$ cat src/rtl/pio_irq_pkg.sv
// Shared definitions for the PIO interrupt master: FSM states, PIO register map,
// drop counter and timestamp widths.
package pio_irq_pkg;

  typedef enum logic [2:0] {
    ST_INIT   = 3'd0,
    ST_IDLE   = 3'd1,
    ST_RD_REQ = 3'd2,
    ST_RD_CAP = 3'd3,
    ST_CLR    = 3'd4,
    ST_PUSH   = 3'd5
  } state_t;

  localparam logic [1:0] REG_DATA = 2'd0;
  localparam logic [1:0] REG_MASK = 2'd2;
  localparam logic [1:0] REG_EDGE = 2'd3;

  localparam int DROP_W = 8;
  localparam int TS_W   = 16;

  // Drop counter sticks at all-ones rather than wrapping back to zero
  function automatic logic [DROP_W-1:0] sat_inc(input logic [DROP_W-1:0] value);
    return (&value) ? value : value + DROP_W'(1);
  endfunction

endpackage

$ cat src/rtl/pio_evt_fifo.sv
// Event FIFO for the PIO interrupt master. When full, a pop in the same cycle
// frees the slot so a simultaneous push is accepted; pops on empty are ignored.
module pio_evt_fifo #(
  parameter int WIDTH = 5,
  parameter int DEPTH = 4
) (
  input  logic             clk,
  input  logic             reset,
  input  logic             push,
  input  logic [WIDTH-1:0] push_data,
  input  logic             pop,
  output logic [WIDTH-1:0] pop_data,
  output logic             valid,
  output logic             overflow
);

  localparam int AW = (DEPTH > 1) ? $clog2(DEPTH) : 1;
  localparam logic [AW-1:0] LAST     = AW'(DEPTH - 1);
  localparam logic [AW-1:0] PTR_ONE  = AW'(1);
  localparam logic [AW:0]   FULL_CNT = (AW + 1)'(DEPTH);
  localparam logic [AW:0]   CNT_ONE  = (AW + 1)'(1);

  logic [WIDTH-1:0] mem [DEPTH];
  logic [AW-1:0]    wr_ptr;
  logic [AW-1:0]    rd_ptr;
  logic [AW:0]      count;
  logic             full;
  logic             do_push;
  logic             do_pop;

  assign valid    = (count != '0);
  assign full     = (count == FULL_CNT);
  assign do_pop   = pop && valid;
  assign do_push  = push && (!full || do_pop);
  assign overflow = push && !do_push;
  assign pop_data = valid ? mem[rd_ptr] : '0;

  always_ff @(posedge clk) begin
    if (reset) begin
      wr_ptr <= '0;
      rd_ptr <= '0;
      count  <= '0;
    end else begin
      if (do_push) wr_ptr <= (wr_ptr == LAST) ? '0 : wr_ptr + PTR_ONE;
      if (do_pop)  rd_ptr <= (rd_ptr == LAST) ? '0 : rd_ptr + PTR_ONE;
      case ({do_push, do_pop})
        2'b10:   count <= count + CNT_ONE;
        2'b01:   count <= count - CNT_ONE;
        default: count <= count;
      endcase
    end
  end

  // Storage needs no reset; pop_data is masked while the FIFO is empty
  always_ff @(posedge clk) begin
    if (do_push) mem[wr_ptr] <= push_data;
  end

endmodule

$ cat src/rtl/pio_irq_master.sv
// Services PIO edge-capture interrupts over Avalon-MM and queues captured edge vectors.
// Define PIO_IRQ_MASTER_TIMESTAMP_EN to add a 16-bit cycle timestamp (evt_ts) per event.
module pio_irq_master
  import pio_irq_pkg::*;
#(
  parameter int               WIDTH      = 5,
  parameter logic [WIDTH-1:0] MASK_INIT  = 5'h1F,
  parameter int               FIFO_DEPTH = 4
) (
  input  logic              clk,
  input  logic              reset,
  input  logic              irq,
  output logic [1:0]        avm_address,
  output logic              avm_chipselect,
  output logic              avm_write_n,
  output logic [31:0]       avm_writedata,
  input  logic [31:0]       avm_readdata,
  output logic              evt_valid,
  output logic [WIDTH-1:0]  evt_data,
  input  logic              evt_ready,
  output logic [DROP_W-1:0] drop_cnt
`ifdef PIO_IRQ_MASTER_TIMESTAMP_EN
  ,
  output logic [TS_W-1:0]   evt_ts
`endif
);

  state_t           state;
  state_t           state_nxt;
  logic [WIDTH-1:0] cap_reg;
  logic             fifo_push;
  logic             fifo_overflow;
  logic             unused_rdata;

  assign unused_rdata = ^avm_readdata;
  assign fifo_push    = (state == ST_PUSH) && (cap_reg != '0);

  always_comb begin
    state_nxt = state;
    case (state)
      ST_INIT:   state_nxt = ST_IDLE;
      ST_IDLE:   if (irq) state_nxt = ST_RD_REQ;
      ST_RD_REQ: state_nxt = ST_RD_CAP;
      ST_RD_CAP: state_nxt = ST_CLR;
      ST_CLR:    state_nxt = ST_PUSH;
      ST_PUSH:   state_nxt = ST_IDLE;
      default:   state_nxt = ST_INIT;
    endcase
  end

  // The slave presents read data one cycle after the address, i.e. during RD_CAP
  always_ff @(posedge clk) begin
    if (reset) begin
      state    <= ST_INIT;
      cap_reg  <= '0;
      drop_cnt <= '0;
    end else begin
      state <= state_nxt;
      if (state == ST_RD_CAP) cap_reg <= avm_readdata[WIDTH-1:0];
      if (fifo_overflow) drop_cnt <= sat_inc(drop_cnt);
    end
  end

  // Bus is decoded from state and forced idle while reset is held
  always_comb begin
    avm_address    = REG_DATA;
    avm_chipselect = 1'b0;
    avm_write_n    = 1'b1;
    avm_writedata  = '0;
    if (!reset) begin
      case (state)
        ST_INIT: begin
          avm_address    = REG_MASK;
          avm_chipselect = 1'b1;
          avm_write_n    = 1'b0;
          avm_writedata  = 32'(MASK_INIT);
        end
        ST_RD_REQ: begin
          avm_address    = REG_EDGE;
          avm_chipselect = 1'b1;
        end
        ST_CLR: begin
          avm_address    = REG_EDGE;
          avm_chipselect = 1'b1;
          avm_write_n    = 1'b0;
        end
        default: begin
          avm_address    = REG_DATA;
          avm_chipselect = 1'b0;
        end
      endcase
    end
  end

`ifdef PIO_IRQ_MASTER_TIMESTAMP_EN
  logic [TS_W-1:0]       ts_cnt;
  logic [TS_W-1:0]       ts_cap;
  logic [TS_W+WIDTH-1:0] fifo_out;

  // Timestamp is taken in the same cycle the edge vector is captured
  always_ff @(posedge clk) begin
    if (reset) begin
      ts_cnt <= '0;
      ts_cap <= '0;
    end else begin
      ts_cnt <= ts_cnt + TS_W'(1);
      if (state == ST_RD_CAP) ts_cap <= ts_cnt;
    end
  end

  pio_evt_fifo #(
    .WIDTH (TS_W + WIDTH),
    .DEPTH (FIFO_DEPTH)
  ) u_fifo (
    .clk       (clk),
    .reset     (reset),
    .push      (fifo_push),
    .push_data ({ts_cap, cap_reg}),
    .pop       (evt_ready),
    .pop_data  (fifo_out),
    .valid     (evt_valid),
    .overflow  (fifo_overflow)
  );

  assign evt_data = fifo_out[WIDTH-1:0];
  assign evt_ts   = fifo_out[WIDTH +: TS_W];
`else
  pio_evt_fifo #(
    .WIDTH (WIDTH),
    .DEPTH (FIFO_DEPTH)
  ) u_fifo (
    .clk       (clk),
    .reset     (reset),
    .push      (fifo_push),
    .push_data (cap_reg),
    .pop       (evt_ready),
    .pop_data  (evt_data),
    .valid     (evt_valid),
    .overflow  (fifo_overflow)
  );
`endif

endmodule

$ cat config.mk
export PLATFORM = sky130hd
export DESIGN_NAME = pio_irq_master
export DESIGN_NICKNAME = d
export VERILOG_FILES = /design/src/rtl/pio_irq_pkg.sv /design/src/rtl/pio_evt_fifo.sv /design/src/rtl/pio_irq_master.sv
export SDC_FILE = /design/constraint.sdc
export NUM_CORES = 1
export LEC_CHECK = 0
export ABC_AREA = 0
export BUFFER_PORTS_ARGS = -buffer_cell sky130_fd_sc_hd__buf_2
export CELL_PAD_IN_SITES_DETAIL_PLACEMENT = 1
export CELL_PAD_IN_SITES_GLOBAL_PLACEMENT = 2
export CORE_MARGIN = 2
export CORE_UTILIZATION = 30
export CTS_CLUSTER_DIAMETER = 200
export DETAILED_ROUTE_END_ITERATION = 10
export PLACE_DENSITY = 0.84
export SETUP_SLACK_MARGIN = 0.05
export SYNTH_ARGS = -nofsm -noshare
export SYNTH_HDL_FRONTEND = slang
export SYNTH_SLANG_ARGS = --single-unit
$ cat constraint.sdc
create_clock -name clk -period 3 [get_ports clk]
set_clock_uncertainty 0.15 [all_clocks]
set_input_delay 0.15 -clock clk [delete_from_list [all_inputs] [get_ports clk]]
set_output_delay 0.15 -clock clk [all_outputs]
set_load 0.05 [all_outputs]
# == Yosys cells after proc, flatten, opt, wreduce, memory -nomap -nowiden ==
# Memories as Yosys holds them, arrays and structs flattened. A register that Yosys moved wholly into a read port is not among the register bits.
# Index checks and enable logic that the tools add are counted.
# op_classes
add_sub_neg,5
n_eq_ne,11
mux,18
bitwise_logic,1
reduce_logical,17
# ops
op,n
$mux 5,3
$pmux 3 s5,1
$mux 2,5
$eq 3x3->1 const B,3
$add 8x1->8 const B,1
$reduce_and 8->1,1
$eq 2x2->1 const B,3
$eq 3x2->1 const B,2
$mux 1,6
$pmux 3 s2,1
$reduce_or 2->1,3
$reduce_bool 5->1,1
$add 2x1->2 const B,2
$logic_and 1x1->1,4
$pmux 2 s2,1
$add 3x1->3 const B,1
$eq 3x1->1 const B,1
$logic_not 3->1,1
$mux 3,1
$reduce_bool 3->1,1
$reduce_or 3->1,1
$sub 3x1->3 const B,1
$eq 2x1->1 const B,1
$logic_not 1->1,2
other kinds (5),5
# totals
reg_bits,23
mem_bits_rw,20
in_bits,36
mem_count,1
# mem_list
memory,words,width,rd,rd_ports_with_merged_regs,write_ports,line_no,rtl
u_fifo.mem,4,5,1,1,1,pio_evt_fifo.sv:23,logic [WIDTH-1:0] mem [DEPTH];

# == Logic depth before layout (Yosys ltp) ==
# logic_depth
ltp_word,7
depth_mapped,8
depth_no_buf,7

# == By module ==
# Synthesis repeated with hierarchy kept, for this count alone.
# hier_totals
hier_cells,217
hier_area_um2,2341.0
# by_module_without_submodules
mod,n_inst,cells_per_inst,area_each_um2
pio_evt_fifo,1,99,1351.3
pio_irq_master,1,118,989.7

# == Worst setup path after synthesis ==
# No wires, ideal clock.
# synth_path
path_type,reg-to-output
startpoint,reg state[2]
endpoint,out avm_writedata[1]
arrival_ps,2710
t_required_ps,2700
slack_ps,-10
path_stages_with_launch,4
path_buffers,2
cell_sequence,dfxtp_1 > buf_2 > nor4_1 > buf_4
# synth_between
elab_chain_len,3
# synth_lines
item,line_no,rtl
start: declaration,pio_irq_master.sv:28,state_t state;
start signal: assignment,pio_irq_master.sv:58,state <= state_nxt;
$logic_not 3->1,pio_irq_master.sv:71,case (state)
$mux 5,pio_irq_master.sv:71,
$mux 5,pio_irq_master.sv:70,if (!reset) begin
end: declaration,pio_irq_master.sv:16,"output logic [31:0] avm_writedata,"
# Every way passes these cells.

# == Worst setup path after layout ==
# layout_path
startpoint,reg cap_reg[0]
endpoint,reg u_fifo.count[2]
# layout_between
elab_chain_len,5
elab_cells_between_ends,7
# layout_lines
item,line_no,rtl
start: declaration,pio_irq_master.sv:30,logic [WIDTH-1:0] cap_reg;
start signal: assignment,pio_irq_master.sv:59,if (state == ST_RD_CAP) cap_reg <= avm_readdata[WIDTH-1:0];
$reduce_bool 5->1 *,pio_irq_master.sv:36,assign fifo_push = (state == ST_PUSH) && (cap_reg != '0);
$logic_and 1x1->1 *,pio_irq_master.sv:36,
$logic_and 1x1->1 *,pio_evt_fifo.sv:34,assign do_push = push && (!full || do_pop);
$eq 2x1->1 or $eq 2x2->1 (tied branches),pio_evt_fifo.sv:46,"case ({do_push, do_pop})"
$pmux 3 s2 or $reduce_bool 2->1 (tied branches),--,
end signal: assignment,pio_evt_fifo.sv:47,2'b10: count <= count + CNT_ONE;
end signal: assignment,pio_evt_fifo.sv:48,2'b01: count <= count - CNT_ONE;
end signal: assignment,pio_evt_fifo.sv:49,default: count <= count;
end: declaration,pio_evt_fifo.sv:26,logic [AW:0] count;
# Mark *: on every way between the ends. The rest lies on a longest branch, timed or not.
# A chain may end at the register's enable or synchronous reset.

==> results.py <==
metrics = {
    "timing": {
        "hold_viol_final": 0,
        "min_period_ns": 2.423,
        "relSlewSlack_pct": 51.00,
        "fmax_mhz": 412.7,
        "period_share_pct": 80.76,
        "slew_violations": 0,
        "setup_viol": 0,
        "tightestPinTransition_ns": 0.7294,
        "finalSetupTns_ns": 0,
        "rsz0062_at_grt": "false",
    },
    "layout": {
        "area_delta_synth_final_pct": 11.56,
        "multiInputGateArea_sq_um": 1023,
        "n_antenna_cell": 0,
        "final_nets": 277,
        "n_fill_cell": 882,
        "final_util_pct": 33.96,
        "drive_above_1_share_pct": 22.98,
        "largest_register_ff_count": 20,
        "seqCellArea_sq_um": 1101,
    },
    "clock_tree": {
        "clock_path_buffers": 2,
        "h-tree-depth": 2,
        "cts_tree": "built",
        "clkSlewWorstSetupHoldPaths_ns": 0.09,
        "root_buffer": "clkbuf_8",
        "numCtsBuffers": 5,
        "cts_setup_buffers": 0,
        "clock_latency_ns": 0.29,
        "clock_sinks": 45,
    },
    "placed_design": {
        "place_congestion": 0.6980,
        "hpwl_mm": 2.973,
        "io_buffers": 31,
    },
    "synthesis": {
        "ys_types": 47,
        "synth_area_sq_um": 2316,
        "yosysSeqAreaShare_pct": 47.54,
        "syn-instance-count": 203,
        "yosysWarningCount": 0,
        "syn_avg_cell_area_sq_um": 11.41,
        "yosys_register_bits": 45,
    },
    "critical_path": {
        "crit_chain": "or4_4 -> o21ai_2 -> nor2b_1 -> fa_1 -> nor2_1 -> a22oi_2 -> mux2_1",
        "critPathRequiredTime_ns": 3.04,
        "r2r_end": "u_fifo.count[2]",
        "end_kind": "flop",
        "cpMaxStageDelayCell": "or4_4",
        "path_max_fanout": 6,
        "worst_path_largest_cell_delay_ns": 0.59,
        "cp.arrival_ns": 2.46,
        "start_kind": "flop",
        "r2r-start": "cap_reg[0]",
        "cp_num_buf_inv": 0,
        "crit_family": "simple AND/OR/NAND/NOR gates",
        "reg2reg_depth": 7,
        "reg2reg_slack_ns": 0.58,
        "worstSetupPathType": "flop to flop",
    },
    "floorplan": {
        "dieArea_sq_um": 8438,
        "die_h_um": 91.86,
        "pin_count": 86,
        "row_count": 32,
        "core_sq_um": 7607,
        "die_w_um": 91.86,
        "start_util_pct": 30.44,
    },
    "power": {
        "irDropWorstVdd_v": 0.0001838,
        "pwr_density_cell_nw_per_um2": 557.9,
        "leakagePower_nw": 1.067,
    },
    "global_routing": {
        "grt.busiest_layer": "met2",
        "grt_pass1_wl_mm": 6.734,
        "grt_overflow": 0,
        "use_met2_pct": 16.91,
        "grt_pass1_vias": 1372,
        "antenna_found_initial": 0,
        "grt_max_degree": 29,
        "grt_usage_pct": 9.937,
        "use_met3_pct": 1.479,
        "use_met1_pct": 12.47,
    },
    "run_status": {
        "outcome": "complete, no violations",
    },
    "route": {
        "ant_nets": 0,
        "finalWirelength_mm": 4.096,
        "first_iter_violations": 72,
        "drc": 0,
        "routed-via-count": 1497,
        "viasPerCell": 4.442,
        "avgRoutedWirePerCell_um": 12.15,
        "dr.pass1.iters": 4,
    },
    "flow_run": {
        "maxCapViolCount": 0,
    },
    "min_path": {
        "min_from": "reset",
        "whs_path_depth": 2,
        "min_path_type": "input port to flop",
        "min_to": "state[0]",
    },
}
[cell type report]
type | instances | share of cell area (%)
clock buffer | 5 | 2.663
clock inverter | 3 | 0.9685
inverter | 6 | 0.8717
multi-input combinational | 139 | 39.61
sequential | 45 | 42.62
tap | 102 | 4.939
timing repair buffer | 37 | 8.329
[metal layers]
layer	vias up	share of wire, %
met2	45	49
met1	723	45
met4	0	2.0
met3	6	4.1
met5	-	0
li1	723	-
[cells in the mapped netlist (all sizes together)]
| cell type | n | area share (%) |
|---|---|---|
| a211oi | 3 | 0.97 |
| a21oi | 6 | 1.3 |
| a22oi | 1 | 0.54 |
| and2 | 5 | 1.4 |
| and3b | 1 | 0.38 |
| and4 | 1 | 0.38 |
| buf | 34 | 11 |
| clkbuf | 5 | 0.81 |
| conb | 1 | 0.16 |
| dfxtp | 25 | 22 |
| edfxtp | 20 | 26 |
| fa | 1 | 0.86 |
| ha | 6 | 3.2 |
| inv | 6 | 0.97 |
| mux2 | 3 | 1.5 |
| mux2i | 11 | 5.3 |
| mux4 | 5 | 4.9 |
| nand2 | 7 | 1.1 |
| nand2b | 1 | 0.27 |
| nand3 | 3 | 0.65 |
| nand3b | 2 | 0.65 |
| nand4 | 1 | 0.27 |
| nor2 | 18 | 2.9 |
| nor2b | 10 | 2.7 |
| nor3 | 3 | 0.65 |
| nor4 | 1 | 0.27 |
| nor4b | 2 | 1.0 |
| o211a | 2 | 1.2 |
| o211ai | 1 | 0.54 |
| o21a | 1 | 0.32 |
| o21ai | 2 | 0.59 |
| o22a | 1 | 0.38 |
| o311ai | 1 | 0.38 |
| o31ai | 4 | 1.9 |
| o41ai | 1 | 0.38 |
| or3 | 3 | 0.81 |
| or4 | 4 | 1.5 |
| or4b | 1 | 0.43 |
[timing repair]
item,CTS,global route
resized for setup,0,0
hold buffers,6,0
endpoints found under the hold margin,6,0
[where the power goes]
part	total [W]	switching [W]	internal (W)	leakage [nW]
combinational	0.000367	0.000268	0.0000991	0.639
clock	0.000389	0.000219	0.000170	0.0452
sequential	0.000685	0.0000330	0.000652	0.382
total	0.00144	0.000520	0.000921	1.07
[worst max path at each step]
stage	start	to	cells past startpoint
5_1_grt	cap_reg[0]	u_fifo.count[2]	7
4_1_cts	cap_reg[0]	u_fifo.count[2]	7
3_3_place_gp	cap_reg[0]	u_fifo.count[2]	7
3_5_place_dp	cap_reg[0]	u_fifo.count[2]	7
6_report	cap_reg[0]	u_fifo.count[2]	7
2_1_floorplan	state[1]	avm_address[0]	3
[kinds of logic after synthesis]
family                     share of synthesized area, %
AOI/OAI and AO/OA                                 8.482
and+or+nand+nor                                   15.34
buffers and inverters                             12.75
DFF                                               47.54
muxes                                             11.62
adders and majority gates                         4.106
other                                            0.1619
[worst register-to-register path, stage by stage, from the launching register on]
cell	delay (ns)
dfxtp_1	0.37
or4_4	0.59
o21ai_2	0.24
nor2b_1	0.19
fa_1	0.20
nor2_1	0.06
a22oi_2	0.19
mux2_1	0.33
[cell usage in the layout, fill, tap and decap left out, types with 2 or more instances in the layout]
master	instances
a211oi_1	3
a21oi_1	6
and2_1	5
buf_2	31
clkbuf_8	5
conb_1	27
dfxtp_1	25
dlygate4sd3_1	6
edfxtp_1	20
ha_1	6
inv_1	6
inv_6	2
mux2_1	2
mux2i_1	10
mux4_2	5
nand2_1	7
nand3_1	3
nand3b_1	2
nor2_1	18
nor2b_1	10
nor3_1	3
o31ai_1	3
or3_1	3
or4_1	3
[stage by stage]
stage	area, sq um	setup WS (ns)	hold WS, ns	cells	total power, W
final	2584	0.5771	0.1650	337	0.001441
after global routing	2584	0.4199	0.1841	337	0.001510
after CTS	2584	0.5449	0.1678	337	0.001463
after detailed placement	2430	0.5844	0.2478	323	0.001064
after global placement	2430	0.6148	0.2312	323	0.001059
after floorplan	2420	0.3892	0.1439	229	0.001036
(Power assumes the default switching activity.)
